--- config.mk ---
export PLATFORM = sky130hd
export DESIGN_NAME = processed_frame_reader
export DESIGN_NICKNAME = d
export VERILOG_FILES = /design/src/rtl/processed_frame_pkg.sv /design/src/rtl/pixel_skid_fifo.sv /design/src/rtl/processed_frame_reader.sv
export SDC_FILE = /design/constraint.sdc
export NUM_CORES = 1
export LEC_CHECK = 0
export ABC_AREA = 1
export CORE_MARGIN = 4
export CORE_UTILIZATION = 40
export CTS_CLUSTER_SIZE = 28
export DETAILED_ROUTE_END_ITERATION = 8
export SYNTH_ARGS = -nofsm -noshare
export SYNTH_HDL_FRONTEND = slang
export SYNTH_SLANG_ARGS = --single-unit
--- constraint.sdc ---
create_clock -name clk_p -period 2.3 [get_ports clk_p]
set_input_delay 0.46 -clock clk_p [delete_from_list [all_inputs] [get_ports clk_p]]
set_output_delay 0.46 -clock clk_p [all_outputs]
set_load 0.01 [all_outputs]
--- src/rtl/processed_frame_pkg.sv ---
// Shared types and defaults for the processed-frame read path.
// Holds the FSM state encoding and the skid buffer entry layout.
package processed_frame_pkg;

  localparam int PIX_W           = 12;
  localparam int IMG_WIDTH_DEF   = 400;
  localparam int DATA_LENGTH_DEF = 120000;

  typedef enum logic [1:0] {
    IDLE  = 2'd0,
    READ  = 2'd1,
    DRAIN = 2'd2,
    DONE  = 2'd3
  } state_t;

  typedef struct packed {
    logic [PIX_W-1:0] data;
    logic             eol;
    logic             last;
  } pix_entry_t;

endpackage

--- src/rtl/pixel_skid_fifo.sv ---
// Two-entry register FIFO that absorbs the memory read latency.
// Occupancy and pointers are reset; the payload slots are not.
module pixel_skid_fifo
  import processed_frame_pkg::*;
(
  input  logic       clk_p,
  input  logic       rst_n,
  input  logic       push,
  input  pix_entry_t push_entry,
  input  logic       pop,
  output pix_entry_t head,
  output logic [1:0] occupancy
);

  pix_entry_t slot [2];
  logic       wr_ptr;
  logic       rd_ptr;
  logic [1:0] count;

  always_ff @(posedge clk_p or negedge rst_n) begin
    if (!rst_n) begin
      wr_ptr <= 1'b0;
      rd_ptr <= 1'b0;
      count  <= 2'd0;
    end else begin
      if (push) wr_ptr <= ~wr_ptr;
      if (pop)  rd_ptr <= ~rd_ptr;
      case ({push, pop})
        2'b10:   count <= count + 2'd1;
        2'b01:   count <= count - 2'd1;
        default: count <= count;
      endcase
    end
  end

  always_ff @(posedge clk_p) begin
    if (push) slot[wr_ptr] <= push_entry;
  end

  assign head      = slot[rd_ptr];
  assign occupancy = count;

endmodule

--- src/rtl/processed_frame_reader.sv ---
// Streams a completed frame out of the processing memory in raster order
// as a valid/ready pixel stream with end-of-line and end-of-frame tags.
module processed_frame_reader
  import processed_frame_pkg::*;
#(
  parameter int DATA_WIDTH  = PIX_W,
  parameter int ADDR_WIDTH  = 19,
  parameter int DATA_LENGTH = DATA_LENGTH_DEF,
  parameter int IMG_WIDTH   = IMG_WIDTH_DEF
) (
  input  logic                  clk_p,
  input  logic                  rst_n,
  input  logic                  start,
  output logic                  r_en,
  output logic [ADDR_WIDTH-1:0] r_addr,
  input  logic [DATA_WIDTH-1:0] r_data,
  output logic [DATA_WIDTH-1:0] m_data,
  output logic                  m_valid,
  input  logic                  m_ready,
  output logic                  m_eol,
  output logic                  m_last,
  output logic                  busy,
  output logic                  frame_done
);

  localparam int COL_W = (IMG_WIDTH > 1) ? $clog2(IMG_WIDTH) : 1;
  localparam logic [COL_W-1:0]      COL_LAST  = COL_W'(IMG_WIDTH - 1);
  localparam logic [ADDR_WIDTH-1:0] ADDR_LAST = ADDR_WIDTH'(DATA_LENGTH - 1);

  state_t           state;
  state_t           state_nxt;
  logic [COL_W-1:0] col;
  logic             vld_p1;
  logic             eol_p1;
  logic             last_p1;
  logic [1:0]       occupancy;
  logic [2:0]       pending;
  logic             pop;
  logic             issue_last;
  pix_entry_t       head;
  pix_entry_t       push_entry;

  // Entries that will be held after this cycle if nothing else issues.
  assign pop        = m_valid && m_ready;
  assign pending    = {1'b0, occupancy} + {2'b00, vld_p1} - {2'b00, pop};
  assign r_en       = (state == READ) && (pending < 3'd2);
  assign issue_last = r_en && (r_addr == ADDR_LAST);

  always_comb begin
    state_nxt = state;
    case (state)
      IDLE:    if (start) state_nxt = READ;
      READ:    if (issue_last) state_nxt = DRAIN;
      DRAIN:   if (pending == 3'd0) state_nxt = DONE;
      DONE:    state_nxt = IDLE;
      default: state_nxt = IDLE;
    endcase
  end

  // Stage p0 -> p1: read issue, tags computed alongside the address.
  always_ff @(posedge clk_p or negedge rst_n) begin
    if (!rst_n) begin
      state   <= IDLE;
      r_addr  <= '0;
      col     <= '0;
      vld_p1  <= 1'b0;
      eol_p1  <= 1'b0;
      last_p1 <= 1'b0;
    end else begin
      state  <= state_nxt;
      vld_p1 <= r_en;
      if (r_en) begin
        eol_p1  <= (col == COL_LAST);
        last_p1 <= (r_addr == ADDR_LAST);
      end
      if (state == IDLE && start) begin
        r_addr <= '0;
        col    <= '0;
      end else if (r_en) begin
        if (!issue_last) r_addr <= r_addr + ADDR_WIDTH'(1);
        col <= (col == COL_LAST) ? '0 : col + COL_W'(1);
      end
    end
  end

  // Stage p1 -> buffer: returning memory data joins its tags.
  always_comb begin
    push_entry      = '0;
    push_entry.data = r_data;
    push_entry.eol  = eol_p1;
    push_entry.last = last_p1;
  end

  pixel_skid_fifo u_skid (
    .clk_p      (clk_p),
    .rst_n      (rst_n),
    .push       (vld_p1),
    .push_entry (push_entry),
    .pop        (pop),
    .head       (head),
    .occupancy  (occupancy)
  );

  assign m_valid    = (occupancy != 2'd0);
  assign m_data     = m_valid ? head.data : '0;
  assign m_eol      = m_valid && head.eol;
  assign m_last     = m_valid && head.last;
  assign busy       = (state == READ) || (state == DRAIN);
  assign frame_done = (state == DONE);

endmodule

Yosys cells after proc, flatten, opt, wreduce, memory -nomap -nowiden. Memory sizes are Yosys's and may differ from the RTL's. Index checks and enable logic that the tools add are counted.

Flip-flop bits (word level): 37. Memory bits (writable): 28. Output and inout port bits: 37. Word-level logic and storage cells: 58. Memories: 1.

Memories: u_skid.slot (depth 2, width 14, read ports 1, clocked after memory_dff 0, wr ports 1, line pixel_skid_fifo.sv:15) `pix_entry_t slot [2];`.

Add/subtract/negate cells: 6. $lt $le $gt $ge: 1. Equality and inequality tests: 11. Mux-type cells: 14. Bitwise operators: 2. Reduce and logical (&&, ||, !) cells: 14.

Operators by type and width (count): two-way mux 19 bit (3); two-way mux 9 bit (3); adder 19 x 1 -> 19 bit (second input constant) (1); equality test 19 x 17 -> 1 bit (second input constant) (1); two-way mux 12 bit (1); adder 9 x 1 -> 9 bit (second input constant) (1); equality test 9 bit (second input constant) (1); case mux 2 bit (4 select lines) (1); equality test 2 bit (second input constant) (3); logical AND 1 bit (6); two-way mux 2 bit (3); != test 2 bit (second input constant) (3); nonzero test 2 bit (3); equality test 2 x 1 -> 1 bit (second input constant) (2); case mux 2 bit (2 select lines) (1); adder 2 x 1 -> 3 bit (1); zero test 3 bit (1); < comparator 3 x 2 -> 1 bit (second input constant) (1); AND reduction 3 bit (1); subtractor 3 x 1 -> 3 bit (1); adder 2 x 1 -> 2 bit (second input constant) (1); zero test 2 bit (1); two-way mux 1 bit (2); != test 2 x 1 -> 1 bit (second input constant) (1); other kinds (4) (5).

Longest topological paths before layout. Gate-level depths: netlist of run 1.

Depth in word-level cells: 9. Mapped depth: 19.

By module. From an unflattened synthesis of run 1, not the netlist that was laid out.

Cells, all modules: 430. Area total of the unflattened synthesis: 3584.7 µm².

By module, submodules not included: processed_frame_reader (times used 1, cells an instance 335, area each 2334.7 µm²); pixel_skid_fifo (times used 1, cells an instance 95, area each 1249.9 µm²).

Least setup slack after synthesis of run 1. No wires, ideal clock.

Path type: flip-flop to flip-flop. Start point: reg u_skid.count[1] (netlist: u_skid.occupancy[1]). End point: reg r_addr[15]. Setup time: 0.118 ns. Arrival time: 2.455 ns. Required time: 2.182 ns. Slack: -0.273 ns. Stages on the path, launching flop included: 18. Path buffers: 1. Clock period less this slack: 2.573 ns. Path through: dfrtp_1 inv_1 nand2_1 nand2_1 inv_1 nand2_1 o21ai_0 ha_1 inv_1 fa_1 nand3_1 nor2_2 nand2_2 nand2_4 inv_6 buf_6 nand2_1 nand2_1.

Longest elaborated chain between the ends: 8. Elaborated cells on any way between the ends: 10.

Ends and longest elaborated chain: start: declaration (line pixel_skid_fifo.sv:18) `logic [1:0] count;`; start signal: assignment (line pixel_skid_fifo.sv:29) `2'b10: count <= count + 2'd1;`; start signal: assignment (line pixel_skid_fifo.sv:30) `2'b01: count <= count - 2'd1;`; start signal: assignment (line pixel_skid_fifo.sv:31) `default: count <= count;`; nonzero test 2 bit (*) (line processed_frame_reader.sv:104) `assign m_valid = (occupancy != 2'd0);`; named net m_valid (line processed_frame_reader.sv:18) `output logic m_valid,`; logical AND 1 bit (*) (line processed_frame_reader.sv:44) `assign pop = m_valid && m_ready;`; subtractor 3 x 1 -> 3 bit (*) (line processed_frame_reader.sv:45) `assign pending = {1'b0, occupancy} + {2'b00, vld_p1} - {2'b00, pop};`; < comparator 3 x 2 -> 1 bit (*) (line processed_frame_reader.sv:46) `assign r_en = (state == READ) && (pending < 3'd2);`; logical AND 1 bit (*) (line processed_frame_reader.sv:46); named net r_en (line processed_frame_reader.sv:14) `output logic r_en,`; logical AND 1 bit (line processed_frame_reader.sv:47) `assign issue_last = r_en && (r_addr == ADDR_LAST);`; != test 2 x 1 -> 1 bit (no line); AND reduction 2 bit (no line) (*); end signal: assignment (line processed_frame_reader.sv:80) `if (!issue_last) r_addr <= r_addr + ADDR_WIDTH'(1);`; end: declaration (line processed_frame_reader.sv:15) `output logic [ADDR_WIDTH-1:0] r_addr,`.

Mark *: on every way through the listed nets, which the timed path passes. The rest lies on a longest branch. A chain may end at the register's enable or synchronous reset.

Worst setup path in the final report of run 1.
Start point: reg u_skid.count[1] (netlist: u_skid.occupancy[1]). End point: out r_en.

Longest elaborated chain between the ends: 5. Elaborated cells on any way between the ends: 6.

Ends and longest elaborated chain (line): branches (longest 2 deep; another with adder 2 x 1 -> 3 bit); subtractor 3 x 1 -> 3 bit (*) (processed_frame_reader.sv:45); < comparator 3 x 2 -> 1 bit (*) (processed_frame_reader.sv:46); logical AND 1 bit (*) (processed_frame_reader.sv:46); end: declaration (processed_frame_reader.sv:14).

Every way passes the cells marked *.

==> flow_metrics.py, run 1 <==
metrics = {
    "global_route": {
        "grt_pass1_wl_microns": 13200,
        "grt_max_degree": 38,
        "grt_usage": 0.168,
        "grt_pass1_vias": 2756,
        "antenna_found_initial": 0,
        "overflow": 0,
    },
    "synth": {
        "synthSimpleGateAreaFrac": 0.268,
        "synth_top_family_by_area": "simple AND/OR/NAND/NOR gates",
        "seq_area_frac_synth": 0.537,
        "synth_seq_cells": 65,
        "synth_nets": 403,
        "ys_warn_count": 0,
        "synthesis.instances": 378,
        "yosysTopAreaCellShare": 0.281,
        "synth.area.top_cells": "dfrtp_1 28%, edfxtp_1 26%, nand2_1 14%",
        "synthAdderAreaFrac": 0.0365,
        "synth.distinct_cells": 30,
        "synth-xor-area-share": 0.0426,
        "synth_area_sq_um": 3290,
        "synthMuxAreaShare": 0,
        "yosys.area.top_type": "dfrtp_1",
        "avgSynthCellArea_sq_um": 8.71,
        "synth_compound_area_frac": 0.0669,
    },
    "drt": {
        "drc": 0,
        "avgViaCountPerCell": 4.90,
        "wire_per_inst_microns": 13.6,
        "drt_iter0_drc": 107,
        "firstDrtPassIters": 4,
        "ant_nets": 0,
        "vias": 2839,
        "wl_microns": 7880,
    },
    "timing": {
        "slew_violations": 0,
        "grt_setup_unrepaired": "yes",
        "period_minus_slack_ns": 2.58,
        "max_slew_margin": 0.432,
        "finalHoldViolCount": 0,
        "finClkSkew_ns": 0.0101,
        "setup_viol": 30,
        "holdWs_ns": 0.217,
        "fmax_ghz": 0.388,
        "worst_pin_slew_ns": 0.852,
        "layout_setup_ws_ns": -0.280,
        "min_period_over_period": 1.12,
        "final.setup.tns_ns": -2.32,
    },
    "placement": {
        "place_congestion": 0.795,
        "dp_cells": 549,
        "preCtsSetupSlack_ns": -0.999,
        "io_buffers": 52,
        "dp_hpwl_microns": 5350,
    },
    "setup_path": {
        "cp-start-kind": "flop",
        "crit_top_cell": "inv_2",
        "cp.buffers_inverters": 4,
        "r2r-start": "u_skid.occupancy[1]",
        "critPathSlowestCell": "fa_1",
        "worstSetupPathType": "flop to output pin",
        "crit_required_ns": 1.84,
        "reg2regPathDepth": 20,
        "path_delay_family": "adder cells",
        "cp_max_fo": 2,
        "worstSetupEndpointType": "output pin",
        "cp_data_arrival_time_ns": 2.12,
        "setup.worst_path.start": "u_skid.occupancy[1]",
        "slowest_delay_ns": 0.51,
        "r2r_end": "r_addr[11]",
        "r2r_slack_ns": -0.11,
        "crit_chain": "inv_2 -> nand2_4 -> nand2_4 -> inv_2 -> nand2_2 -> o21ai_2 -> ha_2 -> inv_2 -> fa_1 -> nand3_2 -> nor2_4 -> buf_6",
    },
    "clock_tree": {
        "cts_buffers": 9,
        "htreeDepth": 3,
        "clkSinkCount": 65,
        "root_buffer": "clkbuf_8",
        "path_clk_slew_ns": 0.08,
        "clock_latency_ns": 0.35,
        "cts_buffer_depth": 2,
        "cts_tree": "yes",
    },
    "outcome": {
        "violations": "setup timing",
        "status": "complete, but fails checks",
    },
    "floorplanning": {
        "start_util": 0.419,
        "dieArea_sq_um": 9750,
        "die_x_microns": 98.7,
        "ios": 53,
        "num_rows": 32,
        "core_area_sq_um": 7850,
        "die_height_microns": 98.7,
    },
    "layout": {
        "final_net_count": 497,
        "layout_commonest_cell": "nand2_1",
        "stdcell_count": 579,
        "area_growth_pct": 38.9,
        "final_cell_mix": "111 x nand2_1, 37 x dfrtp_1, 36 x nor2_1",
        "n_antenna_cell": 0,
        "post_route_cells_drive_above_1_share": 0.201,
    },
    "power": {
        "p_per_area_nw_per_um2": 1070,
        "p_leak_nw": 2.00,
        "peakVddDrop_uv": 383,
    },
    "hold_path": {
        "min_path_type": "input port to async pin",
    },
    "run": {
        "drv_cap": 0,
    },
}
[worst register-to-register path, delay by kind of cell, from the launching register on]
family | cells | cell delay, ns
adder cells (fa/ha/maj) | 2 | 0.57
AND/OR/NAND/NOR | 10 | 0.66
flip-flops | 1 | 0.37
buffers and inverters | 7 | 0.62
AO/OA/AOI/OAI | 1 | 0.06
[power by group]
group	total [mW]	switching (mW)	internal [mW]
sequential	1.52	0.101	1.42
clock	1.01	0.495	0.511
combinational	2.37	1.30	1.07
total	4.89	1.90	3.00
[worst max-delay path by stage]
stage | end | cells after the start
final | r_en | 12
after global routing | r_en | 12
after CTS | r_en | 12
after detailed placement | r_en | 11
after global placement | r_en | 11
after floorplan | r_addr[9] | 17
[metrics by stage]
stage	power [mW]	util	instance area [sq um]
after detailed placement	3.66	0.526	4130
after CTS	4.81	0.566	4440
after global routing	5.24	0.583	4570
final	4.89	0.583	4570
after global placement	3.63	0.526	4130
after floorplan	2.65	-	3330
[kinds of logic after synthesis]
kind of cell             count (synthesis)
AND/OR/NAND/NOR                        208
flip-flops                              65
AO/OA/AOI/OAI                           42
buffers and inverters                   38
XOR/XNOR                                16
adder cells (fa/ha/maj)                  9
[cells in the mapped netlist (all sizes together)]
cell and instances:
nand2 123, nor2 39, dfrtp 37, inv 31, nand3 29, edfxtp 28, a21oi 22, o21ai 15
xor2 14, nand4 9, ha 8, clkbuf 4, nor3 4, buf 3, a31oi 2, o21a 2
or2 2, xnor2 2, and2 1, fa 1, nand3b 1, o21bai 1
[layer usage]
layer | wire, microns | GRT usage | vias to the layer above
met5 | 0 | 0 | -
met2 | 3830 | 0.277 | 78
met3 | 415 | 0.0375 | 5
met4 | 40 | 0.0557 | 0
met1 | 3600 | 0.221 | 1324
li1 | - | - | 1432
[area by class of cell]
cell class / count / area, sq um
Clock buffer: 9 / 124
Clock inverter: 7 / 80.1
Fill cell: 727 / 3280
Inverter: 31 / 126
Multi-Input combinational cell: 276 / 1530
Sequential cell: 65 / 1770
Tap cell: 102 / 128
Timing Repair Buffer: 88 / 806
Timing Repair inverter: 1 / 11.3
[state kept, by name (all words and copies together), names as in the netlist]
register and count:
u_skid.occupancy 2, u_skid.slot 28, col 9, u_skid.wr_ptr 1, state 2, last_p1 1
r_addr 19, vld_p1 1, eol_p1 1, u_skid.rd_ptr 1
[timing repair]
action                                  in CTS  in global routing
hold buffers                                 0                  0
pin swaps                                    7                  5
resized for setup                           42                 22
endpoints found under the setup margin      45                 33
setup buffers                                6                  6
cloned                                       3                  0
Note: power is estimated with default switching activity, not from simulation.
==> run 2, diff against run 1 <==
--- a/config.mk
+++ b/config.mk
@@ -10,6 +10,9 @@
 export CORE_UTILIZATION = 40
 export CTS_CLUSTER_SIZE = 28
 export DETAILED_ROUTE_END_ITERATION = 8
+export MAX_ROUTING_LAYER = met4
+export RECOVER_POWER = 25
+export SLEW_MARGIN = 5
 export SYNTH_ARGS = -nofsm -noshare
 export SYNTH_HDL_FRONTEND = slang
 export SYNTH_SLANG_ARGS = --single-unit
==> flow_metrics.py, run 2 (synthesized netlist as in run 1, its figures left out) <==
metrics = {
    "timing": {
        "min_period_over_period": 1.12,
        "holdWs_ns": 0.248,
        "finalHoldViolCount": 0,
        "final.setup.tns_ns": -2.43,
        "setup_viol": 30,
        "layout_setup_ws_ns": -0.282,
        "worst_pin_slew_ns": 0.953,
        "period_minus_slack_ns": 2.58,
        "finClkSkew_ns": 0.0114,
        "fmax_ghz": 0.387,
        "slew_violations": 0,
        "grt_setup_unrepaired": "yes",
        "max_slew_margin": 0.364,
    },
    "floorplanning": {
        "num_rows": 32,
        "die_height_microns": 98.7,
        "die_x_microns": 98.7,
        "core_area_sq_um": 7850,
        "ios": 53,
        "start_util": 0.419,
        "dieArea_sq_um": 9750,
    },
    "setup_path": {
        "r2r_slack_ns": -0.12,
        "reg2regPathDepth": 20,
        "crit_top_cell": "inv_2",
        "endpoint": "r_en",
        "r2r_end": "r_addr[9]",
        "cp_data_arrival_time_ns": 2.12,
        "cp_max_fo": 2,
        "r2r-start": "u_skid.occupancy[1]",
        "critPathSlowestCell": "fa_1",
        "crit_required_ns": 1.84,
        "setup.worst_path.start": "u_skid.occupancy[1]",
        "cp-start-kind": "flop",
        "slowest_delay_ns": 0.51,
        "worstSetupEndpointType": "output pin",
        "cp.buffers_inverters": 4,
        "path_delay_family": "adder cells",
        "worstSetupPathType": "flop to output pin",
        "crit_chain": "inv_2 -> nand2_4 -> nand2_4 -> inv_2 -> nand2_2 -> o21ai_2 -> ha_2 -> inv_2 -> fa_1 -> nand3_2 -> nor2_4 -> buf_6",
        "worstSetupPathDepth": 12,
    },
    "clock_tree": {
        "htreeDepth": 3,
        "hold_buffers": 0,
        "cts_buffer_depth": 2,
        "clock_latency_ns": 0.35,
        "root_buffer": "clkbuf_8",
        "clkSinkCount": 65,
        "cts_tree": "yes",
        "cts_buffers": 9,
        "path_clk_slew_ns": 0.08,
    },
    "placement": {
        "io_buffers": 52,
        "dp_hpwl_microns": 5350,
        "place_congestion": 0.806,
    },
    "layout": {
        "seqCellArea_sq_um": 1770,
        "layout_commonest_cell": "nand2_1",
        "largest_reg_flops": 28,
        "fin_util": 0.583,
        "area_growth_pct": 39.0,
        "final_cell_mix": "111 x nand2_1, 37 x dfrtp_1, 36 x nor2_1",
        "post_route_cells_drive_above_1_share": 0.201,
        "top_register": "u_skid.slot",
        "top_regs": "u_skid.slot x28, r_addr x19, col x9",
        "final_net_count": 498,
        "multi_input_area_sq_um": 1530,
        "nFillCells": 728,
        "n_antenna_cell": 0,
    },
    "drt": {
        "vias": 2834,
        "avgViaCountPerCell": 4.89,
        "wire_per_inst_microns": 13.6,
        "wl_microns": 7890,
        "ant_nets": 0,
        "drt_iter0_drc": 108,
        "firstDrtPassIters": 4,
        "drc": 0,
    },
    "global_route": {
        "antenna_found_initial": 0,
        "overflow": 0,
        "grt_pass1_wl_microns": 13200,
        "grt_pass1_vias": 2750,
        "grt_usage": 0.174,
        "grt_max_degree": 38,
    },
    "power": {
        "p_per_area_nw_per_um2": 1070,
        "p_leak_nw": 2.01,
        "peakVddDrop_uv": 383,
    },
    "outcome": {
        "violations": "setup timing",
        "status": "complete, but fails checks",
    },
    "hold_path": {
        "min_path_type": "input port to async pin",
    },
    "run": {
        "drv_cap": 0,
    },
}
==> run 2: cell types whose count changed in the layout (fill, tap and decap cells not counted) <==
cell and delta:
clkdlybuf4s50_1 -12, dlygate4sd3_1 +12, buf_2 -1, clkbuf_1 +1, clkbuf_2 +1
==> run 2: layout make-up <==
cell class | instances | area share
Timing Repair inverter | 1 | 0.00246
Inverter | 31 | 0.0276
Timing Repair Buffer | 89 | 0.177
Sequential cell | 65 | 0.386
Multi-Input combinational cell | 276 | 0.334
Tap cell | 102 | 0.0279
Clock buffer | 9 | 0.0271
Clock inverter | 7 | 0.0175
==> run 2: worst min-delay path by stage <==
stage,start,to,cells after the start,slack [ns]
floorplan,rst_n,col[0],0,0.16
global placement,eol_p1,u_skid.slot[1][1],0,0.46
detailed placement,eol_p1,u_skid.slot[1][1],0,0.46
CTS,rst_n,r_addr[1],1,0.25
global route,rst_n,r_addr[1],1,0.31
finish,rst_n,r_addr[1],1,0.25
==> run 2: timing repair <==
action | in CTS | in global routing
resized for setup | 42 | 22
gates cloned | 3 | 0
pin swaps | 7 | 5
setup buffers | 6 | 7
endpoints found under the hold margin | 0 | 0
endpoints found under the setup margin | 45 | 34
==> run 2: metrics by stage <==
stage	cells	instance area (sq um)	total power, mW	worst slack, ns
after floorplan	378	3330	2.65	-0.0784
after global placement	549	4130	3.63	-0.986
after detailed placement	549	4130	3.66	-0.999
after CTS	573	4440	4.81	-0.295
after global routing	580	4580	5.24	-0.389
final	580	4580	4.90	-0.282
==> run 2: routing by layer <==
layer,global-route usage,share of wire,up-vias
met1,0.223,0.47,1321
met5,-,0,-
li1,-,-,1432
met4,0.0399,0.0087,0
met2,0.277,0.48,71
met3,0.0453,0.043,10
==> run 2: where the power goes <==
group | total, mW | internal (mW) | switching [mW] | leakage (nW)
Clock | 1.01 | 0.511 | 0.494 | 0.101
Combinational | 2.38 | 1.07 | 1.31 | 1.16
Sequential | 1.51 | 1.42 | 0.0977 | 0.749
